[src/rtl/wb_arb_pkg.sv]
// wb_arb_pkg: shared state type, defaults and helpers for the Wishbone arbiter.
// The ABORT state exists only when WB_ARB_TIMEOUT_EN is defined.
package wb_arb_pkg;

    localparam int DefTimeoutCycles = 1024;

`ifdef WB_ARB_TIMEOUT_EN
    typedef enum logic [1:0] {
        ARB_IDLE  = 2'd0,
        ARB_GRANT = 2'd1,
        ARB_ABORT = 2'd2
    } arb_state_t;
`else
    typedef enum logic [0:0] {
        ARB_IDLE  = 1'b0,
        ARB_GRANT = 1'b1
    } arb_state_t;
`endif

    // Index width that stays legal for a single-master build.
    function automatic int idx_width(input int n);
        return (n > 1) ? $clog2(n) : 1;
    endfunction

endpackage

[src/rtl/wb_arb_rr_pick.sv]
// wb_arb_rr_pick: combinational round-robin picker; returns a one-hot winner,
// searching from last_owner+1 upward (mod NrMasters).
module wb_arb_rr_pick
    import wb_arb_pkg::*;
#(
    parameter int NrMasters = 2,
    localparam int IdxW = idx_width(NrMasters)
) (
    input  logic [NrMasters-1:0] req,
    input  logic [IdxW-1:0]      last_owner,
    output logic [NrMasters-1:0] winner
);

    logic [IdxW-1:0] idx;

    // Walk from the farthest candidate to the nearest so the nearest requester wins.
    always_comb begin
        winner = '0;
        idx    = '0;
        for (int i = NrMasters; i >= 1; i--) begin
            idx = IdxW'((int'(last_owner) + i) % NrMasters);
            if (req[idx]) begin
                winner      = '0;
                winner[idx] = 1'b1;
            end
        end
    end

endmodule

[src/rtl/wb_arbiter.sv]
// wb_arbiter: round-robin arbiter sharing one pipelined Wishbone slave among NrMasters.
// Define WB_ARB_TIMEOUT_EN to add a watchdog that aborts transfers to a hung slave.
//
//   state     | meaning
//   ARB_IDLE  | no owner; pick next requester round-robin
//   ARB_GRANT | owner routed to slave until it drops m_cyc
//   ARB_ABORT | watchdog tripped; slave cut off until owner drops m_cyc
module wb_arbiter
    import wb_arb_pkg::*;
#(
    parameter int NrMasters     = 2,
    parameter int AddrWidth     = 32,
    parameter int DataWidth     = 32,
    parameter int TimeoutCycles = DefTimeoutCycles
) (
    input  logic                            clk,
    input  logic                            rst,
    input  logic [NrMasters-1:0]            m_cyc,
    input  logic [NrMasters-1:0]            m_stb,
    input  logic [NrMasters-1:0]            m_we,
    input  logic [NrMasters*AddrWidth-1:0]  m_adr,
    input  logic [NrMasters*DataWidth/8-1:0] m_sel,
    input  logic [NrMasters*DataWidth-1:0]  m_dat_w,
    output logic [DataWidth-1:0]            m_dat_r,
    output logic [NrMasters-1:0]            m_ack,
    output logic [NrMasters-1:0]            m_err,
    output logic [NrMasters-1:0]            m_stall,
    output logic                            s_cyc,
    output logic                            s_stb,
    output logic                            s_we,
    output logic [AddrWidth-1:0]            s_adr,
    output logic [DataWidth/8-1:0]          s_sel,
    output logic [DataWidth-1:0]            s_dat_w,
    input  logic [DataWidth-1:0]            s_dat_r,
    input  logic                            s_ack,
    input  logic                            s_err,
    input  logic                            s_stall,
    output logic [NrMasters-1:0]            grant
);

    localparam int IdxW     = idx_width(NrMasters);
    localparam int SelWidth = DataWidth / 8;

    arb_state_t           state;
    logic [IdxW-1:0]      last_owner;
    logic [IdxW-1:0]      owner;
    logic [NrMasters-1:0] winner;
    logic                 owner_cyc;
    logic                 active;
    logic                 wd_trip;

    wb_arb_rr_pick #(
        .NrMasters(NrMasters)
    ) u_pick (
        .req        (m_cyc),
        .last_owner (last_owner),
        .winner     (winner)
    );

    always_comb begin
        owner = '0;
        for (int i = 0; i < NrMasters; i++) begin
            if (grant[i]) owner = IdxW'(i);
        end
    end

    assign owner_cyc = m_cyc[owner];
    assign active    = (state == ARB_GRANT);

`ifdef WB_ARB_TIMEOUT_EN
    localparam int WdW = (TimeoutCycles > 1) ? $clog2(TimeoutCycles) : 1;
    logic [WdW-1:0] wd_count;

    assign wd_trip = active && owner_cyc && !s_ack && !s_err &&
                     (wd_count == WdW'(TimeoutCycles - 1));

    always_ff @(posedge clk or posedge rst) begin
        if (rst) begin
            wd_count <= '0;
        end else if (active && owner_cyc && !wd_trip && !s_ack && !s_err) begin
            wd_count <= wd_count + 1'b1;
        end else begin
            wd_count <= '0;
        end
    end
`else
    logic unused_timeout;
    assign unused_timeout = (TimeoutCycles > 0);
    assign wd_trip        = 1'b0;
`endif

    always_comb begin
        s_cyc   = 1'b0;
        s_stb   = 1'b0;
        s_we    = 1'b0;
        s_adr   = m_adr[owner*AddrWidth +: AddrWidth];
        s_sel   = m_sel[owner*SelWidth +: SelWidth];
        s_dat_w = m_dat_w[owner*DataWidth +: DataWidth];
        m_ack   = '0;
        m_err   = '0;
        m_stall = '1;
        if (active) begin
            if (wd_trip) begin
                m_err[owner] = 1'b1;
            end else begin
                s_cyc          = owner_cyc;
                s_stb          = owner_cyc && m_stb[owner];
                s_we           = m_we[owner];
                m_ack[owner]   = s_ack;
                m_err[owner]   = s_err;
                m_stall[owner] = s_stall;
            end
        end
    end

    assign m_dat_r = s_dat_r;

    always_ff @(posedge clk or posedge rst) begin
        if (rst) begin
            state      <= ARB_IDLE;
            grant      <= '0;
            last_owner <= IdxW'(NrMasters - 1);
        end else begin
            case (state)
                ARB_IDLE: begin
                    if (|m_cyc) begin
                        grant <= winner;
                        state <= ARB_GRANT;
                    end
                end
                ARB_GRANT: begin
                    if (!owner_cyc) begin
                        last_owner <= owner;
                        grant      <= '0;
                        state      <= ARB_IDLE;
                    end
`ifdef WB_ARB_TIMEOUT_EN
                    else if (wd_trip) begin
                        state <= ARB_ABORT;
                    end
`endif
                end
`ifdef WB_ARB_TIMEOUT_EN
                ARB_ABORT: begin
                    if (!owner_cyc) begin
                        last_owner <= owner;
                        grant      <= '0;
                        state      <= ARB_IDLE;
                    end
                end
`endif
                default: begin
                    grant <= '0;
                    state <= ARB_IDLE;
                end
            endcase
        end
    end

endmodule

[config.mk]
export PLATFORM = sky130hd
export DESIGN_NAME = wb_arbiter
export DESIGN_NICKNAME = d
export VERILOG_FILES = /design/src/rtl/wb_arb_pkg.sv /design/src/rtl/wb_arb_rr_pick.sv /design/src/rtl/wb_arbiter.sv
export SDC_FILE = /design/constraint.sdc
export NUM_CORES = 1
export LEC_CHECK = 0
export CORE_AREA = 2 2 112 114
export CTS_BUF_LIST = sky130_fd_sc_hd__clkbuf_8
export DETAILED_ROUTE_END_ITERATION = 8
export DIE_AREA = 0 0 114 116
export SYNTH_ARGS = -nofsm -noshare
export SYNTH_HDL_FRONTEND = slang
export SYNTH_SLANG_ARGS = --single-unit
[constraint.sdc]
create_clock -name clk -period 3.1 [get_ports clk]
set_input_delay 0.31 -clock clk [delete_from_list [all_inputs] [get_ports clk]]
set_output_delay 0.31 -clock clk [all_outputs]
set_load 0.005 [all_outputs]
==> results.md, run 1 <==
* Slew Limit Fails at 0
* Largest net degree at the start of global routing at 42
* PD cells at 394 nW/um^2
* Leakage at 1.38 nW
* Top cells by count, synth: 46 x mux2_2, 33 x buf_4, 22 x mux2_4, 5 x buf_6
* Setup TNS at 0 ps
* TritonCTS Buffers at 3
* Clk slew on worst S/H paths at 40 ps
* Clk_skew at 5.06 ps
* NumNets Final at 512
* Setup violators final at 0
* Number of port buffers at 225
* Combinational Power Share at 0.814
* CTS Hold Bufs at 0
* CTS tree: built
* Ys Warns at 0
* Period utilization at 0.789
* Hold Slack at 271 ps
* Crit Path Class: reg2out
* Final worst path period need at 2440 ps
* Internal power at 1.01 mW
* GRT Total Usage at 0.0852
* Chip Height at 116 microns
* Share of the synthesized area in the top cell type at 0.356
* First-pass GRT wire length at 8.97 mm
* Initial antenna violation count at 0
* Maxcap violations at 0
* H-tree depth at 1
* CTS Sinks at 4
* Hold Crit Class: in2async
* Clk Latency, worst-skew pair at 220 ps
* Drt total wl at 6.58 mm
* Largest area contributor in the netlist: mux2_2
* Clock share of power at 0.081
* Sw Ratio at 0.296
* Sequential power share at 0.105
* Cell area after synthesis at 1450 sq um
* DR iter-0 viols at 22
* NetSw at 424 uW
* PostCTS Resize Cnt at 0
* Number of synthesized register bits at 4
* Post-synthesis mux area share at 0.597
* Placed wire-length estimate at 5.59 mm
* Ant diodes at 0
* Status: finished clean
* RSZ-0062 raised after global routing: no
* Post-CTS Setup Bufs at 0
* Initial DRT Pass Iterations at 3
* Slew headroom at 0.669
* # DRC at 0
* Reg2reg setup slack at 1750 ps
* EDFF count, synth at 0
* Reg-to-reg endpoint: active$_DFF_PP0_
* Max clock buf depth at 2
* Final setup margin at 655 ps
* Highest Clock Rate at 0.409 GHz
* Peak VDD IR at 0.000182 V
* Share of cells above drive strength 1 at 0.223
* Complex-gate fraction of the synthesized area at 0.0361
* Register-to-Register Path Depth at 3
* Post-synth top flop: dfrtp_1
* Std cell rows at 40
* Synth Instances at 144
* DRT antenna net count at 0
* CP max FO at 41
* Die Wd at 114 microns
* Synth Area in XOR/XNOR at 0
* Post-synthesis async set-or-reset flop share at 1.00
* GR Overflow Total at 0
* FF-to-FF Start: grant[1]$_DFFE_PP0P_
* Slew at the pin with the worst max-slew slack at 497 ps
* Worst endpoint required time at 2790 ps
* Core Area at 11900 sq um
* Most common cell in the netlist: mux2_2
* Io pins at 290
* Setup crit end kind: primary output
* Area grow syn2layout at 150%
* Net Count, Synth at 323
* Vias in the first global route at 1714
* Clock root buffer: clkbuf_8
* Die Area at 13200 sq um
* Starting density of the core at 0.122
* Post-synthesis simple-gate area fraction at 0.0688
* Worst Path Arrival at 2130 ps
* Synth unique cells at 23
* Sequential area share after synthesis at 0.0697
* Largest family of logic cells by synthesized area: multiplexers
* Post-Synth Adder-Cell Area at 0
* Mean Syn Cell Area at 10.1 sq um
* Main area contributors after synthesis: mux2_2 36%, mux2_4 23%, buf_4 17%
* RePlAce Congestion at 0.832
* Vias at 1770
* Final Hold Viols at 0
* Setup Slack @ Placement at 848 ps
* Drt via density at 3.70
* Drt wl/cell at 13.7 microns
* CP startpoint kind: flip-flop
* Final core occ at 0.305
## critical path, cell delays in order (launching register included)
cell and delay [ps]:
dfrtp_4 720, buf_12 320, mux2_2 370, clkdlybuf4s50_1 460
## through the flow
step           area, sq um  total power [mW]  instances
2_1_floorplan         1450             0.702        144
3_3_place_gp          3590              1.32        475
3_5_place_dp          3590              1.33        475
4_1_cts               3630              1.46        479
5_1_grt               3630              1.52        479
6_report              3630              1.43        479
## kinds of logic after synthesis
| kind of cell | Yosys count |
|---|---|
| AOI/OAI and AO/OA | 8 |
| buffers and inverters | 44 |
| DFF | 4 |
| muxes | 70 |
| and+or+nand+nor | 18 |
## sequential cells by signal, indices dropped and copies added (netlist names)
signal / cells
last_owner: 1
active: 1
grant: 2
## metal layers
metal / vias to the layer above / global-route usage / wire [microns]
li1: 855 / - / -
met1: 775 / 0.102 / 2540
met2: 131 / 0.154 / 3350
met3: 9 / 0.0220 / 636
met4: 0 / 0.0187 / 50
met5: - / 0 / 0
## layout by cell type (no fill, tap or decap), drive strengths merged, types with 3 or more instances in the layout
cell type      netlist  layout
nor2b                4       4
clkbuf               0       3
mux2                68      68
dfrtp                3       3
inv                  2       3
clkdlybuf4s50        0     225
a21oi                3       3
nand2                3       3
## worst max-delay path by stage
stage	from	end
after CTS	grant[1]$_DFFE_PP0P_	s_dat_w[29]
after global routing	grant[1]$_DFFE_PP0P_	s_dat_w[26]
after global placement	grant[1]$_DFFE_PP0P_	s_dat_w[26]
final	grant[1]$_DFFE_PP0P_	s_adr[1]
after floorplan	grant[1]$_DFFE_PP0P_	s_adr[10]
after detailed placement	grant[1]$_DFFE_PP0P_	s_dat_w[29]
## power groups by stage
stage          registers, mW  logic (mW)  clock network [mW]
2_1_floorplan         0.0877       0.614                   0
3_3_place_gp           0.149        1.17                   0
3_5_place_dp           0.152        1.17                   0
4_1_cts                0.153        1.18               0.121
5_1_grt                0.161        1.23               0.126
6_report               0.150        1.17               0.116
## final cells by class
type                            instances  area (sq um)
Clock buffer                            3          41.3
Multi-Input combinational cell         96          1020
Timing Repair Buffer                  226          2270
Sequential cell                         4           105
Clock inverter                          1          3.75
Tap cell                              147           184
Inverter                                2          7.51
Fill cell                            1243          8280
(Power assumes the default switching activity.)
==> inputs of run 2 (changes only) <==
- CORE_AREA: 2 2 112 114 -> 2 2 114 116
- DIE_AREA: 0 0 114 116 -> 0 0 116 118
- clock period: 3.1 -> 2.2 ns (I/O delays scaled with it)
==> run 2 against run 1 <==
Against the previous run: non-clock buffer count increased by 2; first-iteration DRC count increased by 32%; utilization decreased by 0.76 points; sequential share of layout area about the same; wire length decreased by 3.5%; critical endpoint is now s_dat_w[4]; highest routed layer unchanged.
==> results.md, run 2 (synthesis gave the netlist of run 1 again) <==
* Status: finished clean
* NumNets Final at 514
* Clk slew on worst S/H paths at 40 ps
* Die Wd at 116 microns
* Clock root buffer: clkbuf_8
* First-pass GRT wire length at 8.96 mm
* Hold Crit Class: in2async
* Multi-input logic area at 1020 sq um
* DRT met1 WL at 2.30 mm
* Std cell rows at 41
* Reg2reg setup slack at 1010 ps
* Drt total wl at 6.35 mm
* DR iter-0 viols at 29
* Register-to-Register Path Depth at 3
* Slew at the pin with the worst max-slew slack at 274 ps
* RSZ-0062 raised after global routing: no
* PD cells at 550 nW/um^2
* PostCTS Resize Cnt at 0
* # DRC at 0
* FF-to-FF Start: grant[1]$_DFFE_PP0P_
* Setup Slack @ Placement at 376 ps
* Period utilization at 0.928
* Reg-to-reg endpoint: active$_DFF_PP0_
* Setup TNS at 0 ps
* CP max FO at 41
* Io pins at 290
* Worst Path Arrival at 1820 ps
* CP startpoint kind: flip-flop
* GRT Total Usage at 0.0803
* Flip-flop count of the largest register after layout at 2
* Register area at 105 sq um
* Crit Path Class: reg2out
* Slew headroom at 0.817
* Met2 WL at 3.32 mm
* Crit path cell chain: buf_12 -> mux2_2 -> clkdlybuf4s50_1
* Clk_skew at 7.95 ps
* Slew Limit Fails at 0
* Most flop-heavy register: grant
* Leakage at 1.39 nW
* Initial DRT Pass Iterations at 4
* TritonCTS Buffers at 3
* Hold Slack at 186 ps
* Highest Clock Rate at 0.490 GHz
* Worst Setup EP: s_dat_w[4]
* Setup crit end kind: primary output
* Critical path origin: grant[1]$_DFFE_PP0P_
* Slowest stage delay, CP at 480 ps
* Fill cell count at 1330
* Drt via density at 3.50
* Area grow syn2layout at 154%
* Drt wl/cell at 12.6 microns
* Starting density of the core at 0.117
* Max clock buf depth at 2
* Uppermost layer routed: met4
* Worst endpoint required time at 1980 ps
* Placed wire-length estimate at 5.54 mm
* Final Hold Viols at 0
* Met3 wire length at 704 microns
* Vias in the first global route at 1796
* Final worst path period need at 2040 ps
* Largest net degree at the start of global routing at 42
* Commonest non-fill, non-tap cell in the layout: clkdlybuf4s50_1
* CTS Sinks at 4
* Chip Height at 118 microns
* Ant diodes at 0
* Setup violators final at 0
* RePlAce Congestion at 0.790
* Post-CTS Setup Bufs at 0
* H-tree depth at 1
* Initial antenna violation count at 0
* DRT antenna net count at 0
* Share of cells above drive strength 1 at 0.228
* Clk Latency, worst-skew pair at 220 ps
* Peak VDD IR at 0.000496 V
* Final setup margin at 158 ps
* Slowest-stage cell, CP: dfrtp_4
* CTS Hold Bufs at 0
* Vias at 1773
* CTS tree: built
* GR Overflow Total at 0
* Core Area at 12400 sq um
* Maxcap violations at 0
* Most frequent cells in the layout: 225 x clkdlybuf4s50_1, 46 x mux2_2, 22 x mux2_4
* Die Area at 13700 sq um
* Number of port buffers at 225
[run 2: changes by cell type in the layout (fill, tap and decap cells not counted)]
| cell | before | now |
|---|---|---|
| buf_12 | 1 | 2 |
| buf_4 | 0 | 1 |
[run 2: final cells by class]
cell class,count,share of cell area
timing repair buffer,228,0.623
multi-input combinational,96,0.276
tap,172,0.0583
sequential,4,0.0285
clock buffer,3,0.0112
inverter,2,0.00203
clock inverter,1,0.00102
[run 2: where the power goes]
group	internal [mW]	switching, mW
sequential	0.110	0.0400
clock	0.119	0.0406
combinational	1.22	0.506
total	1.45	0.586
[run 2: per-stage QoR]
step,total power [mW],cells,utilization,instance area (sq um)
floorplan,0.989,144,-,1450
global placement,1.87,502,0.294,3650
detailed placement,1.89,502,0.294,3650
CTS,2.06,506,0.298,3690
global route,2.17,506,0.298,3690
finish,2.03,506,0.298,3690
[run 2: worst min path at each step]
stage               start                    to  slack [ps]  cells after the start
floorplan             rst      active$_DFF_PP0_         -10                      1
global placement      rst  grant[0]$_DFFE_PP0P_         420                      2
detailed placement    rst  grant[0]$_DFFE_PP0P_         420                      2
CTS                   rst  grant[0]$_DFFE_PP0P_         190                      2
global route          rst  grant[0]$_DFFE_PP0P_         200                      2
finish                rst  grant[0]$_DFFE_PP0P_         190                      2
[run 2: layer usage]
layer,global-route usage,vias up
met5,0,-
li1,-,857
met1,0.0830,789
met4,0.0134,0
met3,0.0185,6
met2,0.161,121
[run 2: critical path: cells and delay by family (launching register included)]
kind / cells / cell delay (ps)
flip-flops: 1 / 480
buffers and inverters: 2 / 720
multiplexers: 1 / 370
==> RTL change (settings of run 2) <==
The parameter `AddrWidth` goes from 32 to 48.
--- a/src/rtl/wb_arbiter.sv
+++ b/src/rtl/wb_arbiter.sv
@@ -10,5 +10,5 @@
 #(
     parameter int NrMasters     = 2,
-    parameter int AddrWidth     = 32,
+    parameter int AddrWidth     = 48,
     parameter int DataWidth     = 32,
     parameter int TimeoutCycles = DefTimeoutCycles
Interface: changed (resized m_adr and s_adr); port bits go from 290 to 338. The function was not compared with the original's and may differ.
==> RTL change against run 2 <==
Sequential cell count is the same; register-to-register slack lost 170 ps; setup slack lost 28 ps; area after synthesis grew 8.5%; cell area grew 16%; fmax shrank 1.3%; total power grew 13%; wire length grew 37%.
==> RTL change: results (changes against run 2) <==
[setup_path]
largest_stage_delay_on_the_critical_path_ps=520  ; +40 ps
peak_fanout_along_the_critical_path=41  ; unchanged
worst_endpoint_data_arrival_time_ps=1850  ; +30 ps
cp_slowest_cell=dfrtp_4
timing.reg2reg.setup_slack_ps=840  ; -170 ps

[cts]
cts_post_setup_buffers_inserted=0  ; unchanged
cts-root-to-sink-buffers=2  ; unchanged
clk_transition_reported_paths_ps=40  ; about the same
clock_latency_on_the_worst_skew_pair_ps=220  ; about the same
cts_htree_levels=1  ; unchanged
post_cts_resize_count=0  ; unchanged

[global_route]
grt_first_pass_wirelength_um=12400  ; +38%
antenna_found_initial=0  ; unchanged
grt_max_degree=50  ; +19%
first_global_vias=2311  ; +29%
global_route.usage.total_pct=11.5  ; +3.5 points
gr-usage-met2_pct=21.8  ; +5.7 points
grtUsageMet3_pct=3.35  ; +1.5 points
global_route.usage.met1_pct=11.3  ; +3.0 points

[synthesis]
count_of_state_elements_after_synthesis=4  ; unchanged
synth_flop_cell=dfrtp_1
yosys-top-cells-area=mux2_2, buf_4, buf_6, dfrtp_1, dfstp_2
synthArstFlopShare_pct=100  ; unchanged
synth_commonest_cells=mux2_2, buf_4, buf_6
seq_area_frac_synth_pct=6.42  ; -0.55 points
synth_fp_nets=372  ; +15%

[finish]
multi_input_area_share_pct=26.3  ; -1.4 points
largest_reg_flops=2  ; unchanged
final.signal_inverter_count=2  ; unchanged
layout-drive-gt1-share_pct=23.2  ; +0.42 points
multi_input_cells=112  ; +17%
regMostFlops=grant
nonClockBufferCount=275  ; +21%
final.fill_count=1296  ; -2.6%
fin_nets=609  ; +18%
final-nonclk-buf-share_pct=65.0  ; +2.7 points
final-clk-cell-share_pct=1.06  ; -0.16 points
insertedDiodeCount=0  ; unchanged
clkbuf_count=3  ; unchanged
layout.area.seq_um2=105  ; unchanged

[timing]
fin_setup_tns_ps=0  ; unchanged
final_setup_violation_count=0  ; unchanged
clock_skew_ps=6.50  ; -1.45 ps
worst_pin_slew_ps=296  ; +21.9 ps
period_minus_slack_ps=2070  ; +27.7 ps

[placement]
io_buffers=273  ; +21%
pre_cts_setup_slack_ps=337  ; -39.0 ps
hpwlAfterDp_um=7580  ; +37%
gp_routability_congestion=0.796  ; +0.77%

[routing]
vias=2153  ; +21%
totalWireLength_um=8690  ; +37%
first_pass_iters=2  ; -2
first_iter_violations=40  ; +38%

[run_status]
status=completed

[power]
total_leakage_power_nw=1.55  ; +11%
max-vdd-ir-drop_v=0.000418  ; -16%

[worst_hold_path]
min_path_type=input port to async pin

RTL change: cell types whose count changed in the layout (fill, tap and decap cells not counted):
cell / before / now
clkdlybuf4s50_1: 225 / 273
mux2_2: 46 / 84
mux2_4: 22 / 0
buf_4: 1 / 0
nor2_1: 2 / 1
nor2_2: 0 / 1
RTL change: layer usage:
metal  vias up  routed length [µm]
li1       1014                   -
met1       958                2880
met2       161                4480
met3        20                1040
met4         0                 283
met5         -                   0
RTL change: through the flow:
step / power (mW) / instance area [µm²] / instances / hold slack [ps]
global placement: 2.14 / 4220 / 565 / 415
finish: 2.30 / 4270 / 569 / 181
global route: 2.45 / 4270 / 569 / 196
detailed placement: 2.15 / 4220 / 565 / 424
floorplan: 1.07 / 1580 / 161 / -14.6
CTS: 2.33 / 4270 / 569 / 187
RTL change: cell families after synthesis:
group,synth area share (%)
DFF,6.42
and+or+nand+nor,6.50
AOI/OAI and AO/OA,3.33
buffers and inverters,22.5
muxes,61.2
RTL change: worst max-delay path, delay by kind of cell (launching register included):
kind	cells	cell delay, ps
buf+inv	2	700
flops	1	520
simple gates	2	420
RTL change: power breakdown:
part | internal [mW] | total, mW | switching [mW]
registers | 0.110 | 0.147 | 0.0371
clock network | 0.119 | 0.162 | 0.0422
logic | 1.39 | 1.99 | 0.602
total | 1.62 | 2.30 | 0.681
RTL change: final timing paths:
| path | depth (start not counted) | startpoint | endpoint |
|---|---|---|---|
| max | 4 | grant[1] | m_ack[0] |
| min | 2 | rst | grant[0] |
| max reg2reg | 4 | grant[1] | active |
| min reg2reg | 2 | last_owner | last_owner |
| max in group asynchronous | 2 | rst | last_owner |
| min in group clk | 0 | s_dat_r[13] | m_dat_r[13] |
